--- src/rtl/fifo_banco_vc.sv ---
// Four-lane input FIFO bank fed by the demux/recirculation stage.
// Each lane has its own FIFO, pop port, flags and sticky error; pause tells upstream to hold traffic.
module fifo_banco_vc #(
  parameter int DATA_W       = 8,
  parameter int ADDR_W       = 2,
  parameter int ALMOST_FULL  = 3,
  parameter int ALMOST_EMPTY = 1
) (
  input  logic              clk_f,
  input  logic              reset,
  input  logic [DATA_W-1:0] data_0,
  input  logic [DATA_W-1:0] data_1,
  input  logic [DATA_W-1:0] data_2,
  input  logic [DATA_W-1:0] data_3,
  input  logic              valid_0,
  input  logic              valid_1,
  input  logic              valid_2,
  input  logic              valid_3,
  input  logic              pop_0,
  input  logic              pop_1,
  input  logic              pop_2,
  input  logic              pop_3,
  output logic [DATA_W-1:0] dataout_0,
  output logic [DATA_W-1:0] dataout_1,
  output logic [DATA_W-1:0] dataout_2,
  output logic [DATA_W-1:0] dataout_3,
  output logic              valid_out_0,
  output logic              valid_out_1,
  output logic              valid_out_2,
  output logic              valid_out_3,
  output logic              full_0,
  output logic              full_1,
  output logic              full_2,
  output logic              full_3,
  output logic              empty_0,
  output logic              empty_1,
  output logic              empty_2,
  output logic              empty_3,
  output logic              almost_full_0,
  output logic              almost_full_1,
  output logic              almost_full_2,
  output logic              almost_full_3,
  output logic              almost_empty_0,
  output logic              almost_empty_1,
  output logic              almost_empty_2,
  output logic              almost_empty_3,
  output logic              error_0,
  output logic              error_1,
  output logic              error_2,
  output logic              error_3,
  output logic              pause
);

  localparam int DEPTH = 2 ** ADDR_W;
  localparam logic [ADDR_W:0] DEPTH_C = (ADDR_W + 1)'(DEPTH);
  localparam logic [ADDR_W:0] AF_C    = (ADDR_W + 1)'(ALMOST_FULL);
  localparam logic [ADDR_W:0] AE_C    = (ADDR_W + 1)'(ALMOST_EMPTY);

  logic [3:0][DATA_W-1:0] din;
  logic [3:0][DATA_W-1:0] dout;
  logic [3:0] push_req, pop_req;
  logic [3:0] vout, full, empty, afull, aempty, err;

  assign din      = {data_3, data_2, data_1, data_0};
  assign push_req = {valid_3, valid_2, valid_1, valid_0};
  assign pop_req  = {pop_3, pop_2, pop_1, pop_0};

  for (genvar g = 0; g < 4; g++) begin : g_lane
    logic [DATA_W-1:0] mem [DEPTH];
    logic [ADDR_W-1:0] wr_ptr, rd_ptr;
    logic [ADDR_W:0]   count;
    logic [DATA_W-1:0] dout_r;
    logic              vout_r, err_r;
    logic              push_ok, pop_ok, overflow, underflow;

    assign full[g]   = (count == DEPTH_C);
    assign empty[g]  = (count == '0);
    assign afull[g]  = (count >= AF_C);
    assign aempty[g] = (count <= AE_C);

    // A full lane still takes a push when the same cycle pops; an empty lane never bypasses write to read.
    assign pop_ok    = pop_req[g] & ~empty[g];
    assign push_ok   = push_req[g] & (~full[g] | pop_req[g]);
    assign overflow  = push_req[g] & full[g] & ~pop_req[g];
    assign underflow = pop_req[g] & empty[g];

    always_ff @(posedge clk_f) begin
      if (push_ok && !reset) mem[wr_ptr] <= din[g];
    end

    always_ff @(posedge clk_f) begin
      if (reset) begin
        wr_ptr <= '0;
        rd_ptr <= '0;
        count  <= '0;
        dout_r <= '0;
        vout_r <= 1'b0;
        err_r  <= 1'b0;
      end else begin
        if (push_ok) wr_ptr <= wr_ptr + ADDR_W'(1);
        if (pop_ok) begin
          rd_ptr <= rd_ptr + ADDR_W'(1);
          dout_r <= mem[rd_ptr];
        end
        vout_r <= pop_ok;
        count  <= count + (ADDR_W + 1)'(push_ok) - (ADDR_W + 1)'(pop_ok);
        if (overflow || underflow) err_r <= 1'b1;
      end
    end

    assign dout[g] = dout_r;
    assign vout[g] = vout_r;
    assign err[g]  = err_r;
  end

  assign pause = |afull;

  assign dataout_0 = dout[0];
  assign dataout_1 = dout[1];
  assign dataout_2 = dout[2];
  assign dataout_3 = dout[3];
  assign {valid_out_3, valid_out_2, valid_out_1, valid_out_0}             = vout;
  assign {full_3, full_2, full_1, full_0}                                 = full;
  assign {empty_3, empty_2, empty_1, empty_0}                             = empty;
  assign {almost_full_3, almost_full_2, almost_full_1, almost_full_0}     = afull;
  assign {almost_empty_3, almost_empty_2, almost_empty_1, almost_empty_0} = aempty;
  assign {error_3, error_2, error_1, error_0}                             = err;

endmodule

--- config.mk ---
export PLATFORM = sky130hd
export DESIGN_NAME = fifo_banco_vc
export DESIGN_NICKNAME = d
export VERILOG_FILES = /design/src/rtl/fifo_banco_vc.sv
export SDC_FILE = /design/constraint.sdc
export NUM_CORES = 1
export LEC_CHECK = 0
export BUFFER_PORTS_ARGS = -buffer_cell sky130_fd_sc_hd__buf_2
export CELL_PAD_IN_SITES_DETAIL_PLACEMENT = 0
export CELL_PAD_IN_SITES_GLOBAL_PLACEMENT = 1
export CORE_MARGIN = 2
export CORE_UTILIZATION = 48
export DETAILED_ROUTE_END_ITERATION = 12
export GPL_TIMING_DRIVEN = 0
export PLACE_DENSITY = 0.86
export SETUP_SLACK_MARGIN = 0.1
export SLEW_MARGIN = 10
export SYNTH_ARGS = -nofsm -noshare
export SYNTH_HDL_FRONTEND = slang
export SYNTH_SLANG_ARGS = --single-unit
--- constraint.sdc ---
create_clock -name clk_f -period 2.9 [get_ports clk_f]
set_input_delay 0.87 -clock clk_f [delete_from_list [all_inputs] [get_ports clk_f]]
set_output_delay 0.87 -clock clk_f [all_outputs]
set_load 0.01 [all_outputs]
# After elaboration in Yosys (flattened, before gate mapping)
# Memories as Yosys holds them, arrays and structs flattened. A register that Yosys moved wholly into a read port is not among the register bits.
# Index checks and enable logic that the tools add are counted.
[totals] ff_bits=36 mem_bits_rw=128 output_inout_bits=57 memories=4
[classes] n_addsub=16 order_cmp=8 eq_ne=4 n_mux=8 n_bitwise=36 n_reduce_logical=14
[mem_list] memory="g_lane[0].mem" depth=4 width=8 read_ports=1 rd_ports_with_merged_regs=1 wr=1 line_no="69" source="logic [DATA_W-1:0] mem [DEPTH];"
[mem_list] memory="g_lane[1].mem" depth=4 width=8 read_ports=1 rd_ports_with_merged_regs=1 wr=1 line_no="69"
[mem_list] memory="g_lane[2].mem" depth=4 width=8 read_ports=1 rd_ports_with_merged_regs=1 wr=1 line_no="69"
[mem_list] memory="g_lane[3].mem" depth=4 width=8 read_ports=1 rd_ports_with_merged_regs=1 wr=1 line_no="69"
[ops] operator="AND 1 bit" n=20
[ops] operator="adder 2 x 1 -> 2 bit (second input constant)" n=8
[ops] operator="adder 3 x 1 -> 3 bit" n=4
[ops] operator="== test 3 bit (second input constant)" n=4
[ops] operator="greater-or-equal comparator 3 x 2 -> 1 bit (second input constant)" n=4
[ops] operator="less-or-equal comparator 3 x 1 -> 1 bit (second input constant)" n=4
[ops] operator="logical NOT 3 bit" n=4
[ops] operator="NOT 1 bit" n=12
[ops] operator="subtractor 3 x 1 -> 3 bit" n=4
[ops] operator="2-to-1 mux 1 bit" n=8
[ops] operator="logical AND 1 bit" n=4
[ops] operator="logical OR 1 bit" n=4
[ops] operator="bitwise OR 1 bit" n=4
[ops] operator="OR reduction 4 bit" n=1
[ops] operator="logical NOT 1 bit" n=1

# Logic depth before layout (Yosys ltp)
# Gate-level depths: netlist of the first run.
[logic_depth] word_depth=7 ltp_mapped=10

# Worst setup path before layout of the first run
# No wires, ideal clock.
[synth_timing] path_type="input port to flip-flop" from="input port pop_3" to="register g_lane[3].count[2]" setup_ps=128 arrival_ps=2583 required_time_ps=2772 slack_ps=189 path_stages=9 path_cell_list="or4b_2 > nand2_1 > ha_1 > inv_1 > ha_1 > inv_1 > fa_1 > xnor2_1 > nor2_1"
[synth_via] elab_chain_len=4
[synth_lines] item="start, declared" line_no="22" source="input logic pop_3,"
[synth_lines] item="bitwise OR 1 bit" line_no="83" source="assign push_ok = push_req[g] & (~full[g] | pop_req[g]);"
[synth_lines] item="AND 1 bit" line_no="83"
[synth_lines] item="adder 3 x 1 -> 3 bit" line_no="106" source="count <= count + (ADDR_W + 1)'(push_ok) - (ADDR_W + 1)'(pop_ok);"
[synth_lines] item="subtractor 3 x 1 -> 3 bit *" line_no="106"
[synth_lines] item="end signal, assigned" line_no="106"
[synth_lines] item="end, declared" line_no="71" source="logic [ADDR_W:0] count;"
# Every way passes the cells marked *; elsewhere a longest branch is shown, timed or not.
# A chain may end at the register's enable or synchronous reset.

# Worst setup path in the final report of the first run
[layout_timing] from="register g_lane[3].count[2]" to="output port pause"
[layout_via] elab_chain_len=2
[layout_lines] item="greater-or-equal comparator 3 x 2 -> 1 bit" line_no="78" source="assign afull[g] = (count >= AF_C);"
[layout_lines] item="OR reduction 4 bit" line_no="116" source="assign pause = |afull;"
[layout_lines] item="end, declared" line_no="51" source="output logic pause"
# No other way between the ends.

==> metrics.md, run 1 <==
| Metric | Value |
|---|---|
| Status | finished clean |
| WS Path Type | reg2out |
| HP Start | error_3 |
| GPL Wtd Cong | 0.7292 |
| Vias in the first global route | 4960 |
| First-pass GRT wire length | 24.86 mm |
| Largest net degree at the start of global routing | 18 |
| WL final | 15.45 mm |
| CTS tree | yes |
| Reg-to-reg slack, setup | 260 ps |
| Hold Crit Class | reg2reg |
| Crit path required time | 2030 ps |
| Worst-case reg-to-reg path depth | 11 |
| Slowest-stage cell, CP | or4_4 |
| Startpoint Class | flop |
| Final Hold Viols | 0 |
| Area used by multi-input combinational logic | 2559 um^2 |
| Area of the die | 17650 um^2 |
| Final setup violating endpoints | 0 |
| Hold endpoint | error_3 |
| Area post-placement | 8768 um^2 |
| Nets | 779 |
| IO Count | 99 |
| Row count | 47 |
| Post-route cell area | 9493 um^2 |
| Type of destination of the critical path | output pin |
| R2R Path End | g_lane[3].count[2] |
| Post-Synthesis Cells | 565 |
| Chip width | 132.8 um |
| Yosys warning count | 0 |
| Clk sink count | 196 |
| Routed len/inst | 16.61 um |
| FILL cells | 1281 |
| H-tree depth | 4 |
| DRC | 0 |
| GRT overflow | 0 |
| Max incr delay on CP | 550 ps |
| Share of the synthesized area in the top cell type | 48.24% |
| Detail Placement HPWL | 10.63 mm |
| Antenna violations before repair | 0 |
| Vias per cell | 5.159 |
| Clk Latency, worst-skew pair | 430 ps |
| Fmax | 360.2 MHz |
| Top Usage Layer GRT | met2 |
| Average size of a mapped cell | 14.10 um^2 |
| Pwr/cell area | 850.0 nW/um^2 |
| # diodes | 0 |
| Synth cell types | 36 |
| Leakage | 0.003584 uW |
| GRT Util Overall | 18.48% |
| Met2 Use GR | 32.61% |
| Finished Core Util | 57.86% |
| Total CTS buffers | 17 |
| Rel. slew slack | 49.65% |
| Reg-to-reg startpoint | g_lane[3].count[1] |
| Slew Limit Fails | 0 |
| DR pass1 iterations | 4 |
| Fin crit share | 95.74% |
| Detailed-route via count | 4798 |
| Arrival @ worst endpoint | 1910 ps |
| Synth area leaders | edfxtp_1, dfxtp_1, mux4_2 |
| Met3 GRT Util | 4.713% |
| WP buf/inv | 2 |
| Synth Net Count | 647 |
| Sequential fraction of the synthesis area | 65.33% |
| Layout area overhead | 19.14% |
| Number of I/O port buffers | 97 |
| CP Cell Sequence | inv_2 -> ha_1 -> o21ai_1 -> nand2_1 -> or4_4 -> buf_6 |
| Worst-path clk slew | 70 ps |
| # hold bufs at CTS | 0 |
| Max FO, Critical Path | 6 |
| CTS root buf | clkbuf_16 |
| Met1 GRT Util | 22.10% |
| WHS Path Cells | 2 |
| Worst clock skew | 9.305 ps |
| Number of synthesized register bits | 196 |
| DRT antenna net count | 0 |
| Min Tclk post-route | 2777 ps |
| Die H | 132.8 um |
| Worst path top cell family by delay | simple AND/OR/NAND/NOR gates |
| DR iter-0 viols | 281 |
| CTS max path bufs | 2 |
| Starting Density | 48.56% |
| Peak VDD IR | 509.8 uV |
| Core Region | 16410 um^2 |
| Synth area leader | edfxtp_1 |
| Slew @ Worst Pin | 755.2 ps |
| Register area | 5226 um^2 |
| Share of cells above drive strength 1 | 30.85% |
| RSZ-0062 raised after global routing | true |
| Total of max-cap violations | 0 |
| Netlist Area Pre-Place | 7968 um^2 |
layout make-up:
class / instances / share of cell area [%]
repair buffers: 113 / 6.445
multi-input cells: 303 / 26.95
well taps: 220 / 2.900
flip-flops and latches: 196 / 55.05
plain buffers: 24 / 1.094
clock buffers: 19 / 4.560
clock inverters: 13 / 1.331
inverters: 42 / 1.661
stage by stage:
step | hold slack (ps) | setup TNS (ps) | setup slack, ps | std cells | power [uW]
after floorplan | 469.5 | 0 | 189.4 | 565 | 4991
after global placement | 432.7 | -8765 | -197.8 | 882 | 5602
after detailed placement | 435.2 | -59.77 | -59.77 | 882 | 5700
after CTS | 445.2 | 0 | 100.8 | 930 | 8120
after global routing | 454.3 | 0 | 50.53 | 930 | 8534
final | 441.8 | 0 | 123.5 | 930 | 8069
cells by family (layout without fill, tap and decap cells):
| family | after synthesis | count (layout) | share of synthesized area (%) |
|---|---|---|---|
| adders and majority gates | 40 | 40 | 6.658 |
| and+or+nand+nor | 149 | 149 | 9.045 |
| DFF | 196 | 196 | 65.33 |
| xor gates and xnor gates | 8 | 8 | 0.8794 |
| AOI/OAI and AO/OA | 70 | 70 | 5.151 |
| buffers and inverters | 66 | 211 | 3.266 |
| muxes | 36 | 36 | 9.673 |
cells in the final DEF, fill, tap and decap left out, drive strengths merged, types with 8 or more instances in the layout:
cell | Yosys | routed
clkbuf | 11 | 30
nand2b | 8 | 8
dfxtp | 68 | 68
nand2 | 74 | 74
a21oi | 44 | 44
o21ai | 12 | 12
nor3 | 8 | 8
mux4 | 32 | 32
nor3b | 8 | 8
edfxtp | 128 | 128
buf | 13 | 126
inv | 42 | 46
nor2 | 18 | 18
ha | 36 | 36
and2 | 8 | 8
tightest hold or removal path, cell delays in order (launching register included):
cell and delay [ps]:
dfxtp_1 310, inv_1 40, a21oi_1 50
report_power, final:
part / switching, uW / internal [uW]
logic: 1250 / 1090
clock network: 1040 / 1200
registers: 175 / 3310
per-layer routing:
metal	vias to the layer above	share of wire, %
li1	2297	-
met1	2378	41
met2	111	53
met3	12	4.5
met4	0	1.1
met5	-	0
sequential cells by signal (all words and copies together) (netlist names), 8 cells and up:
register,cells
dataout_3,8
dataout_0,8
dataout_2,8
dataout_1,8
g_lane.rd_ptr,8
g_lane.count,12
g_lane.mem,128
g_lane.wr_ptr,8
how the worst max path moves through the flow:
stage                            start             endpoint  slack [ps]  cells past startpoint
finish              g_lane[3].count[2]                pause         120                      6
global route        g_lane[3].count[2]                pause          50                      6
CTS                 g_lane[0].count[2]                pause         100                      6
detailed placement               pop_3   g_lane[3].count[2]         -60                     10
global placement                 reset  g_lane[2].mem[2][0]        -200                      3
floorplan                        pop_3   g_lane[3].count[2]         190                      9
repair_timing:
| action | 4_1_cts | 5_1_grt |
|---|---|---|
| pin swaps | 5 | 3 |
| setup buffers | 16 | 0 |
| cloned | 0 | 0 |
| endpoints found under the setup margin | 1 | 3 |
| gates resized for setup | 22 | 7 |
cell usage after synthesis:
cell and number:
or4_1 1, or3b_1 2, nor2_1 18, edfxtp_1 128, inv_1 38, dfxtp_1 68
o21ai_0 12, o31ai_1 2, clkbuf_1 11, ha_1 36, or4b_1 1, nor3_1 8
nand3b_1 4, a32o_1 4, buf_2 10, nor3b_1 8, xor2_1 2, or3_1 4
or4b_2 1, a21oi_1 44, nor4b_1 2, o31ai_2 2, mux2i_1 2, inv_2 4
buf_1 3, a211o_1 4, o21a_1 2, nand3_1 4, and2_1 8, nor2b_1 6
mux4_2 32, xnor2_1 6, fa_1 4, mux2_4 2, nand2_1 74, nand2b_1 8
Power figures use the tool's default switching activity.
==> inputs of run 2 (changes only) <==
--- a/config.mk
+++ b/config.mk
@@ -9,10 +9,10 @@
 export CELL_PAD_IN_SITES_DETAIL_PLACEMENT = 0
 export CELL_PAD_IN_SITES_GLOBAL_PLACEMENT = 1
 export CORE_MARGIN = 2
-export CORE_UTILIZATION = 48
+export CORE_UTILIZATION = 51
 export DETAILED_ROUTE_END_ITERATION = 12
 export GPL_TIMING_DRIVEN = 0
-export PLACE_DENSITY = 0.86
+export PLACE_DENSITY = 0.9
 export SETUP_SLACK_MARGIN = 0.1
 export SLEW_MARGIN = 10
 export SYNTH_ARGS = -nofsm -noshare
==> constraint.sdc (replaced) <==
create_clock -name clk_f -period 3.4 [get_ports clk_f]
set_input_delay 1.02 -clock clk_f [delete_from_list [all_inputs] [get_ports clk_f]]
set_output_delay 1.02 -clock clk_f [all_outputs]
set_load 0.01 [all_outputs]
==> run 2 against run 1 <==
Net effect: routed wire length is 2.5% lower; worst hold slack hardly changed; utilization is 3.0 points higher; critical path type unchanged; highest routed layer unchanged.
==> metrics.md, run 2 (synthesis results as in run 1) <==
| Metric | Value |
|---|---|
| Status | finished clean |
| Detail Placement HPWL | 10.64 mm |
| HP Start | error_1 |
| CP Cell Sequence | inv_1 -> ha_1 -> o21ai_0 -> nand2_1 -> or4_1 -> buf_2 |
| Number of I/O port buffers | 97 |
| Antenna violations before repair | 1 |
| Slew Limit Fails | 0 |
| Crit path required time | 2380 ps |
| Hold endpoint | error_1 |
| Setup Buffers After CTS | 0 |
| Core Region | 15260 um^2 |
| Slowest-stage cell, CP | or4_1 |
| Vias in the first global route | 4678 |
| DR pass1 iterations | 5 |
| Hold Crit Class | reg2reg |
| Row count | 45 |
| Routed len/inst | 16.66 um |
| Dpl cells | 873 |
| # diodes | 0 |
| Starting Density | 52.22% |
| Fmax | 320.7 MHz |
| GPL Wtd Cong | 0.7421 |
| Vias per cell | 5.208 |
| Final setup violating endpoints | 0 |
| Leakage | 0.003498 uW |
| Nets | 763 |
| R2R Path End | g_lane[2].count[2] |
| Worst path top cell family by delay | simple AND/OR/NAND/NOR gates |
| Clk Latency, worst-skew pair | 420 ps |
| Worst clock skew | 9.555 ps |
| GRT overflow | 0 |
| Max incr delay on CP | 530 ps |
| Largest register FFs | 128 |
| RSZ-0062 raised after global routing | false |
| Type of destination of the critical path | output pin |
| Area post-placement | 8737 um^2 |
| Rel. slew slack | 16.20% |
| Startpoint Class | flop |
| CTS max path bufs | 2 |
| Detailed-route via count | 4708 |
| Top reg by flops | g_lane.mem |
| Min Tclk post-route | 3119 ps |
| WP buf/inv | 2 |
| H-tree depth | 4 |
| Peak VDD IR | 383.3 uV |
| Slew @ Worst Pin | 1254 ps |
| DRT antenna net count | 0 |
| Area of the die | 16640 um^2 |
| Largest regs | g_lane.mem: 128 flops, g_lane.count: 12 flops |
| Pwr/cell area | 708.1 nW/um^2 |
| Post-route cell area | 9283 um^2 |
| CTS root buf | clkbuf_16 |
| Largest net degree at the start of global routing | 17 |
| IO Count | 99 |
| Worst-case reg-to-reg path depth | 10 |
| CTS tree | yes |
| GRT Util Overall | 19.19% |
| Total of max-cap violations | 0 |
| Reg-to-reg startpoint | g_lane[2].count[1] |
| Reg-to-reg slack, setup | 890 ps |
| Layout area overhead | 16.50% |
| Final Hold Viols | 0 |
| Critical path depth | 6 |
| Non-filler cells, final | 904 |
| Die H | 129.0 um |
| Fin Setup TNS | 0 ps |
| Clk sink count | 196 |
| Fin crit share | 91.72% |
| Share of cells above drive strength 1 | 26.55% |
| WHS Path Cells | 2 |
| DRC | 0 |
| Total CTS buffers | 17 |
| WL final | 15.06 mm |
| Most frequent cells in the layout | edfxtp_1, buf_2, nand2_1, dfxtp_1, a21oi_1 |
| Worst-path clk slew | 70 ps |
| Max FO, Critical Path | 7 |
| Chip width | 129.0 um |
| Commonest non-fill, non-tap cell in the layout | edfxtp_1 |
| First-pass GRT wire length | 23.72 mm |
| DR iter-0 viols | 300 |
| Arrival @ worst endpoint | 2100 ps |
| WS Path Type | reg2out |
run 2: cell types whose count changed in the layout (fill, tap and decap cells not counted), sizes merged:
cell	change
buf	-16
clkbuf	+3
bufinv	-1
clkinv	+4
clkinvlp	-5
inv	-2
run 2: metrics by stage:
stage               util (%)  hold WS (ps)  total power (uW)  setup slack (ps)
floorplan                  -         469.5              4257             539.4
global placement       57.13         433.8              4767             217.5
detailed placement     57.26         434.7              4860             101.5
CTS                    60.72         444.7              6653             170.4
global route           60.84         465.3              6962             160.8
finish                 60.84         441.9              6573             281.5
run 2: area by class of cell:
| class | instances | area, um^2 |
|---|---|---|
| fillers | 1166 | 5976 |
| flip-flops and latches | 196 | 5207 |
| multi-input cells | 303 | 2537 |
| repair buffers | 97 | 485.5 |
| clock buffers | 22 | 474.2 |
| well taps | 211 | 264.0 |
| inverters | 42 | 157.7 |
| plain buffers | 24 | 102.6 |
| clock inverters | 9 | 53.80 |
run 2: how the worst max path moves through the flow:
stage / startpoint / endpoint
4_1_cts: g_lane[3].count[2] / pause
3_3_place_gp: reset / g_lane[2].mem[2][2]
2_1_floorplan: pop_3 / g_lane[3].count[2]
6_report: g_lane[3].count[2] / pause
3_5_place_dp: reset / g_lane[2].mem[2][2]
5_1_grt: g_lane[3].count[2] / pause
run 2: power breakdown:
part	total, uW	internal [uW]	switching (uW)	leakage (uW)
clock network	1780	985	792	0.000265
registers	2980	2810	165	0.00172
logic	1820	814	1010	0.00151
run 2: metal layers:
layer	routed length, um	share of wire [%]	global-route usage (%)	vias up
li1	-	-	-	2260
met1	6292	42	24.26	2316
met2	7791	52	32.18	122
met3	854	5.7	4.906	10
met4	126	0.84	7.161	0
met5	0	0	0	-
run 2: tightest hold or removal path: stages (launching register included):
cell and delay [ps]:
dfxtp_1 310, inv_1 40, a21oi_1 50
run 2: repair_timing:
action	in CTS	in global routing
gates resized for setup	0	2
hold buffers	0	0
endpoints found under the setup margin	0	1
